$ cat config.mk
export PLATFORM = sky130hd
export DESIGN_NAME = scan_select_gen
export DESIGN_NICKNAME = d
export VERILOG_FILES = /design/src/rtl/scan_select_gen.sv
export SDC_FILE = /design/constraint.sdc
export NUM_CORES = 1
export LEC_CHECK = 0
export CAP_MARGIN = 25
export CORE_ASPECT_RATIO = 0.6
export CORE_MARGIN = 2
export CORE_UTILIZATION = 45
export DETAILED_ROUTE_END_ITERATION = 16
export HOLD_SLACK_MARGIN = 0.12
export PLACE_DENSITY = 0.75
export SKIP_CTS_REPAIR_TIMING = 1
export SLEW_MARGIN = 20
export SYNTH_ARGS = -nofsm -noshare
export SYNTH_HDL_FRONTEND = slang
export SYNTH_SLANG_ARGS = --single-unit
$ cat constraint.sdc
create_clock -name clk -period 2.3 [get_ports clk]
set_input_delay 0.23 -clock clk [delete_from_list [all_inputs] [get_ports clk]]
set_output_delay 0.23 -clock clk [all_outputs]
set_load 0.01 [all_outputs]
$ cat src/rtl/scan_select_gen.sv
// scan_select_gen: time-multiplexed select/enable generator for a 2-to-4 decoder.
// Steps sel 0->1->2->3->0, one slot of (div_q+1) clocks each, with BLANK
// enable-low clocks between slots. A masked slot keeps its full length with
// en held low, so the frame period does not depend on the mask.
// run is registered once; state changes follow the registered copy.
module scan_select_gen #(
   parameter int DIV_W = 16,
   parameter int BLANK = 2
) (
   input  logic             clk,
   input  logic             rst,
   input  logic             run,
   input  logic [DIV_W-1:0] div,
   input  logic [3:0]       mask,
   output logic [1:0]       sel,
   output logic             en,
   output logic             frame_done,
   output logic             busy
);

   localparam int GAP_W = (BLANK > 1) ? $clog2(BLANK) : 1;
   localparam logic [GAP_W-1:0] GAP_LAST = GAP_W'((BLANK > 0) ? (BLANK - 1) : 0);
   localparam logic [GAP_W-1:0] GAP_ONE  = GAP_W'(1);
   localparam logic [DIV_W-1:0] SLOT_ONE = DIV_W'(1);

   typedef enum logic [1:0] {
      ST_IDLE = 2'd0,
      ST_SHOW = 2'd1,
      ST_GAP  = 2'd2
   } state_t;

   state_t           state_r, state_s;
   logic             run_r;
   logic [1:0]       sel_r, sel_s;
   logic             en_r, en_s;
   logic             frame_done_r, frame_done_s;
   logic             busy_r, busy_s;
   logic [DIV_W-1:0] slot_cnt_r, slot_cnt_s;
   logic [GAP_W-1:0] gap_cnt_r, gap_cnt_s;
   logic [DIV_W-1:0] div_q_r, div_q_s;
   logic [3:0]       mask_q_r, mask_q_s;

   // Registers all state, counters, latched slot settings and outputs.
   always_ff @(posedge clk) begin
      if (rst) begin
         state_r      <= ST_IDLE;
         run_r        <= 1'b0;
         sel_r        <= 2'd0;
         en_r         <= 1'b0;
         frame_done_r <= 1'b0;
         busy_r       <= 1'b0;
         slot_cnt_r   <= {DIV_W{1'b0}};
         gap_cnt_r    <= {GAP_W{1'b0}};
         div_q_r      <= {DIV_W{1'b0}};
         mask_q_r     <= 4'b0000;
      end else begin
         state_r      <= state_s;
         run_r        <= run;
         sel_r        <= sel_s;
         en_r         <= en_s;
         frame_done_r <= frame_done_s;
         busy_r       <= busy_s;
         slot_cnt_r   <= slot_cnt_s;
         gap_cnt_r    <= gap_cnt_s;
         div_q_r      <= div_q_s;
         mask_q_r     <= mask_q_s;
      end
   end

   // Next-state logic; each SHOW entry latches div/mask and clears the slot counter.
   always_comb begin
      state_s    = state_r;
      sel_s      = sel_r;
      slot_cnt_s = slot_cnt_r;
      gap_cnt_s  = gap_cnt_r;
      div_q_s    = div_q_r;
      mask_q_s   = mask_q_r;
      case (state_r)
         ST_IDLE: begin
            if (run_r) begin
               state_s    = ST_SHOW;
               sel_s      = 2'd0;
               slot_cnt_s = {DIV_W{1'b0}};
               div_q_s    = div;
               mask_q_s   = mask;
            end else begin
               state_s = ST_IDLE;
            end
         end
         ST_SHOW: begin
            if (!run_r) begin
               state_s = ST_IDLE;
            end else if (slot_cnt_r == div_q_r) begin
               if (BLANK > 0) begin
                  state_s   = ST_GAP;
                  gap_cnt_s = {GAP_W{1'b0}};
               end else begin
                  state_s    = ST_SHOW;
                  sel_s      = sel_r + 2'd1;
                  slot_cnt_s = {DIV_W{1'b0}};
                  div_q_s    = div;
                  mask_q_s   = mask;
               end
            end else begin
               slot_cnt_s = slot_cnt_r + SLOT_ONE;
            end
         end
         ST_GAP: begin
            if (!run_r) begin
               state_s = ST_IDLE;
            end else if (gap_cnt_r == GAP_LAST) begin
               state_s    = ST_SHOW;
               sel_s      = sel_r + 2'd1;
               slot_cnt_s = {DIV_W{1'b0}};
               div_q_s    = div;
               mask_q_s   = mask;
            end else begin
               gap_cnt_s = gap_cnt_r + GAP_ONE;
            end
         end
         default: begin
            state_s = ST_IDLE;
         end
      endcase
   end

   // Output values for the next cycle, derived from the next state so they register cleanly.
   always_comb begin
      en_s         = 1'b0;
      busy_s       = 1'b0;
      frame_done_s = 1'b0;
      if (state_s == ST_SHOW) begin
         en_s = mask_q_s[sel_s];
      end else begin
         en_s = 1'b0;
      end
      busy_s = (state_s != ST_IDLE);
      // frame_done marks the very last cycle of slot 3 (its gap if there is one).
      if (BLANK > 0) begin
         frame_done_s = (state_s == ST_GAP) && (sel_s == 2'd3) && (gap_cnt_s == GAP_LAST);
      end else begin
         frame_done_s = (state_s == ST_SHOW) && (sel_s == 2'd3) && (slot_cnt_s == div_q_s);
      end
   end

   assign sel        = sel_r;
   assign en         = en_r;
   assign frame_done = frame_done_r;
   assign busy       = busy_r;

endmodule
==> impl_metrics.toml, run 1 <==
[timing]
layout_worst_path_cycle_share_pct = 95.3
fmax_ghz = 0.456
relSlewSlack_pct = 65.1
maxSlewViolCount = 0
final.setup.worst_slack_ps = 107
tightest_slew_ps = 523
worst_hold_slack_ps = 460
period_needed_ps = 2190
hold_violations = 0
skew_ps = 6.17
setup_tns_ps = 0
rsz0062_at_grt = "false"
setup_viol = 0

[clock_tree]
cts-root-buf = "clkbuf_8"
htreeDepth = 2
clk_pin_slew_worst_paths_ps = 90
cts.path.max_buffers = 2
cts_tree = "yes"
insertion_delay_ps = 310
cts_inserted_buffers = 5
cts.sinks = 45

[worst_setup_path]
crit_slowest_cell = "dfxtp_2"
path_class = "flip-flop to flip-flop"
worstPathRequired_ps = 2510
path_cells = "inv_1, ha_1, buf_4, and2_1, o21a_1, a22oi_1, mux2i_1, mux2_2, and3_1"
endpoint_kind = "flip-flop"
crit_fanout = 6
slowest_delay_ps = 380
cp.arrival_ps = 2410
rr_worst_depth = 9
start_kind = "flip-flop"

[logic_synthesis]
yosys_register_bits = 45
synth_fp_nets = 260
seq_area_frac_synth_pct = 42.6
synth_area_per_cell_um2 = 9.11
syn_inst = 232
yosysWarnings = 0
synthArstFlopShare_pct = 0
synth-main-ff-cell = "dfxtp_1"
netlist-cell-type-count = 37
synth_edf_count = 0
synthesis.area_um2 = 2110

[routing]
num_vias = 1706
avgViaCountPerCell = 5.19
wl_um = 4610
drt-initial-drc-count = 169
dr.pass1.iters = 4
route.detailed.drc = 0
wl_per_cell_um = 14.0
drtAntennaViolNets = 0

[grt]
antenna_found_initial = 0
grt_busiest_layer = "met1"
grt_pass1_wl_um = 7450
grt_max_degree = 28
use_met1_pct = 29.2
track_usage_pct = 18.6
grt.met3_usage_pct = 3.83
overflow = 0
grt_pass1_vias = 1531
use_met2_pct = 24.0

[die]
start_util_pct = 46.6
rows = 19
die_area_um2 = 5280
core_um2 = 4540
die_h_um = 57.1
die_w_um = 92.5
pin_count = 28

[placement]
numPortBuffers = 27
place_congestion = 0.868
place_area_um2 = 2500
dp_hpwl_um = 3530
pre_cts_slack_ps = 95.7

[final_layout]
layout-drive-gt1-share_pct = 10.2
antenna_cells = 0
finalNetCount = 293
final_util_pct = 57.6
syn_to_final_growth_pct = 23.6
nFillCells = 406
fin_area_um2 = 2610

[pwr]
p_per_area_nw_per_um2 = 590
p_leak_uw = 0.000959
ir_worst_vdd_mv = 0.405

[hold_path]
hold_depth = 2
hold_path_class = "input port to flip-flop"

[run]
drv_cap = 0

[outcome]
outcome = "finished clean"
[cells by family (layout without fill, tap and decap cells)]
| kind of cell | after synthesis | in the layout | synth area share (%) |
|---|---|---|---|
| simple gates | 92 | 92 | 21.8 |
| flops | 45 | 45 | 42.6 |
| xor+xnor | 30 | 30 | 12.4 |
| compound gates | 23 | 23 | 7.34 |
| mux | 20 | 20 | 9.53 |
| buf+inv | 17 | 51 | 3.31 |
| fa+ha+maj | 5 | 5 | 2.96 |
[stage by stage]
step | cells | total power (µW)
2_1_floorplan | 232 | 940
3_3_place_gp | 321 | 1020
3_5_place_dp | 321 | 1020
4_1_cts | 329 | 1560
5_1_grt | 329 | 1600
6_report | 329 | 1540
[area by class of cell]
type | count | area [µm²] | area share, %
clock inverters | 2 | 17.5 | 0.670
well taps | 63 | 78.8 | 3.02
multi-input cells | 170 | 1160 | 44.6
clock buffers | 6 | 82.6 | 3.16
repair buffers | 37 | 345 | 13.2
flip-flops and latches | 45 | 902 | 34.5
inverters | 6 | 22.5 | 0.862
[cell usage in the layout (no fill, tap or decap), drive strengths merged, types with 5 or more instances in the layout]
cell type,synthesis,final
nor4,5,5
clkbuf,6,6
o21ai,5,5
ha,5,5
inv,6,7
a22oi,6,6
xnor2,30,30
nand4,6,6
nor2,40,40
clkdlybuf4s50,0,27
buf,5,10
nand2,9,9
nand3,6,6
dfxtp,45,45
mux2i,19,19
nor3,9,9
[state kept, by name, indices dropped and copies added (netlist names)]
signal,cells
state_r,2
busy,1
run_r,1
frame_done,1
gap_cnt_r,1
div_q_r,16
sel,2
en,1
slot_cnt_r,16
mask_q_r,4
[worst max-delay path, delay by kind of cell (launching register included)]
kind	cells	cell delay (ps)
compound gates	2	480
mux	2	410
flops	1	380
simple gates	2	340
buf+inv	2	240
fa+ha+maj	1	240
[per-layer routing]
layer,up-vias,part of all wire (%)
met5,-,0
met4,0,1.7
met3,8,5.0
met2,45,38
met1,790,55
li1,863,-
[synthesized netlist by cell type, types with 4 or more instances]
| cell | count | area (µm²) |
|---|---|---|
| a22oi_1 | 6 | 45.0 |
| a21oi_1 | 4 | 20.0 |
| nor3_1 | 6 | 30.0 |
| mux2i_1 | 19 | 190 |
| dfxtp_1 | 45 | 901 |
| inv_1 | 6 | 22.5 |
| nor2_1 | 40 | 150 |
| buf_2 | 5 | 25.0 |
| nand4_1 | 6 | 37.5 |
| nand3_1 | 6 | 30.0 |
| o21ai_0 | 4 | 20.0 |
| ha_1 | 5 | 62.6 |
| nand2_1 | 9 | 33.8 |
| nor2b_1 | 4 | 25.0 |
| nor4_1 | 4 | 25.0 |
| xnor2_1 | 30 | 263 |
| clkbuf_1 | 6 | 22.5 |
[final timing paths]
check                                 start  slack, ps          end
worst max register to register   state_r[0]        110           en
worst max-delay path             state_r[0]        110           en
worst min-delay path                    run        460        run_r
worst min register to register  mask_q_r[1]        510  mask_q_r[1]
[power by group]
| part | internal (µW) | switching [µW] |
|---|---|---|
| Clock | 249 | 287 |
| Sequential | 800 | 17.3 |
| Combinational | 97.1 | 90.3 |
(Power assumes the default switching activity.)
==> run 2: changes to the inputs <==
--- a/config.mk
+++ b/config.mk
@@ -8,12 +8,12 @@
 export CAP_MARGIN = 25
 export CORE_ASPECT_RATIO = 0.6
 export CORE_MARGIN = 2
-export CORE_UTILIZATION = 45
+export CORE_UTILIZATION = 49
 export DETAILED_ROUTE_END_ITERATION = 16
 export HOLD_SLACK_MARGIN = 0.12
-export PLACE_DENSITY = 0.75
+export PLACE_DENSITY = 0.8
 export SKIP_CTS_REPAIR_TIMING = 1
-export SLEW_MARGIN = 20
+export SLEW_MARGIN = 40
 export SYNTH_ARGS = -nofsm -noshare
 export SYNTH_HDL_FRONTEND = slang
 export SYNTH_SLANG_ARGS = --single-unit
==> run 2 against run 1 <==
  * Maximum frequency increased by 1.4%
  * Die area decreased by 7.7%
  * Hold slack improved by 39 ps
  * Via count increased by 3.9%
  * Design area decreased by 1.2%
  * Wire length increased by 4.0%
  * First-iteration DRC count decreased by 1.8%
  * Register-to-register slack improved by 30 ps
  * Sequential power about the same
  * Global-route usage increased by 3.0 points
  * Largest power group unchanged
  * Critical path depth decreased by 1
  * Final cell count decreased by 1.5%
==> impl_metrics.toml, run 2 (synthesized netlist as in run 1, its figures left out) <==
[final_layout]
multiInputGateArea_um2 = 1160
largest_registers = "div_q_r (16), slot_cnt_r (16), mask_q_r (4)"
antenna_cells = 0
finalNetCount = 291
final-seq-area_um2 = 901
final_util_pct = 62.7
syn_to_final_growth_pct = 22.1
nFillCells = 351
layout_common_cells = "dfxtp_1 (45), nor2_1 (40), xnor2_1 (30)"
final_common_cell = "dfxtp_1"
layout-drive-gt1-share_pct = 9.09

[clock_tree]
clk_pin_slew_worst_paths_ps = 90
htreeDepth = 2
cts.sinks = 45
cts_inserted_buffers = 5
cts-root-buf = "clkbuf_8"
cts.path.max_buffers = 2
insertion_delay_ps = 300
cts_tree = "yes"

[timing]
setup_tns_ps = 0
setup_viol = 0
skew_ps = 3.96
fmax_ghz = 0.462
maxSlewViolCount = 0
period_needed_ps = 2160
tightest_slew_ps = 490
layout_worst_path_cycle_share_pct = 94.1
relSlewSlack_pct = 67.1
rsz0062_at_grt = "false"
hold_violations = 0

[grt]
overflow = 0
track_usage_pct = 21.7
antenna_found_initial = 0
grt_pass1_vias = 1583
grt_pass1_wl_um = 7710
grt_max_degree = 24

[routing]
drt-initial-drc-count = 166
drtAntennaViolNets = 0
dr.pass1.iters = 4
wl_um = 4790
route.detailed.drc = 0
avgViaCountPerCell = 5.47
num_vias = 1773
wl_per_cell_um = 14.8

[worst_setup_path]
rr_worst_depth = 8
start_kind = "flip-flop"
cp.arrival_ps = 2350
path_class = "flip-flop to flip-flop"
worst_path_most_repeated_cell = "buf_4"
crit_slowest_cell = "dfxtp_1"
endpoint_kind = "flip-flop"
reg2reg_from = "state_r[0]"
ff2ff_setup_slack_ps = 140
path_cells = "inv_1, ha_1, buf_4, and2_1, o21ai_2, buf_4, mux2i_1, nor2_1"
startpoint = "state_r[0]"
r2r_end = "div_q_r[6]"
crit_fanout = 15
slowest_delay_ps = 410
worstPathRequired_ps = 2490

[hold_path]
min-delay-start = "run"
whs_endpoint = "run_r"
hold_path_class = "input port to flip-flop"
hold_depth = 2

[pwr]
p_clk_share_pct = 34.0
power_frac_comb_pct = 12.3
p_sw_share_pct = 25.2
seq_power_share_pct = 53.7
p_switching_uw = 384
p_per_area_nw_per_um2 = 590
ir_worst_vdd_mv = 0.452
intPower_uw = 1140
p_leak_uw = 0.000947

[run]
drv_cap = 0

[die]
rows = 18
core_um2 = 4120
pin_count = 28
die_h_um = 54.9
start_util_pct = 51.3
die_area_um2 = 4870
die_w_um = 88.8

[placement]
dp_hpwl_um = 3520
numPortBuffers = 27
place_congestion = 0.882

[outcome]
outcome = "finished clean"
run 2: cell types whose count changed in the layout (fill, tap and decap cells not counted):
cell	previous run	this run
buf_4	10	8
o21ai_2	0	1
o21ai_4	1	0
dfxtp_2	1	0
dfxtp_1	44	45
inv_6	1	0
clkinv_2	0	1
run 2: final cells by class:
type                            instances  share of cell area (%)
Inverter                                6                   0.872
Clock inverter                          2                   0.533
Multi-Input combinational cell        170                    44.8
Sequential cell                        45                    34.9
Clock buffer                            6                    3.20
Timing Repair Buffer                   35                    12.8
Tap cell                               60                    2.91
run 2: metrics by stage:
step / hold WS [ps] / power, µW / setup WS [ps] / instances / instance area [µm²]
6_report: 499 / 1520 / 137 / 324 / 2580
3_5_place_dp: 499 / 1020 / 172 / 316 / 2480
3_3_place_gp: 499 / 1010 / 223 / 316 / 2480
5_1_grt: 501 / 1580 / 1.92 / 324 / 2580
2_1_floorplan: 358 / 940 / 179 / 232 / 2110
4_1_cts: 494 / 1530 / 137 / 324 / 2580
run 2: worst max path at each step:
stage,cells after the start,endpoint
6_report,8,div_q_r[6]
5_1_grt,8,div_q_r[12]
4_1_cts,8,div_q_r[6]
3_5_place_dp,7,slot_cnt_r[7]
3_3_place_gp,7,slot_cnt_r[7]
2_1_floorplan,9,slot_cnt_r[7]
run 2: power groups by stage:
stage	logic, µW	registers (µW)	clock network [µW]
6_report	187	818	519
5_1_grt	202	821	556
4_1_cts	186	818	529
3_5_place_dp	185	836	0
3_3_place_gp	179	835	0
2_1_floorplan	108	831	0
run 2: per-layer routing:
layer / wire (µm) / up-vias / global-route usage [%]
met3: 332 / 10 / 4.98
met5: 0 / - / 0
met1: 2440 / 845 / 31.4
met4: 57 / 0 / 7.32
met2: 1960 / 64 / 31.7
li1: - / 854 / -
run 2: worst max-delay path, delay by kind of cell (launching register included):
| family | cells | cell delay (ps) |
|---|---|---|
| and+or+nand+nor | 2 | 210 |
| muxes | 1 | 250 |
| AOI/OAI and AO/OA | 1 | 360 |
| DFF | 1 | 410 |
| adders and majority gates | 1 | 210 |
| buffers and inverters | 3 | 610 |
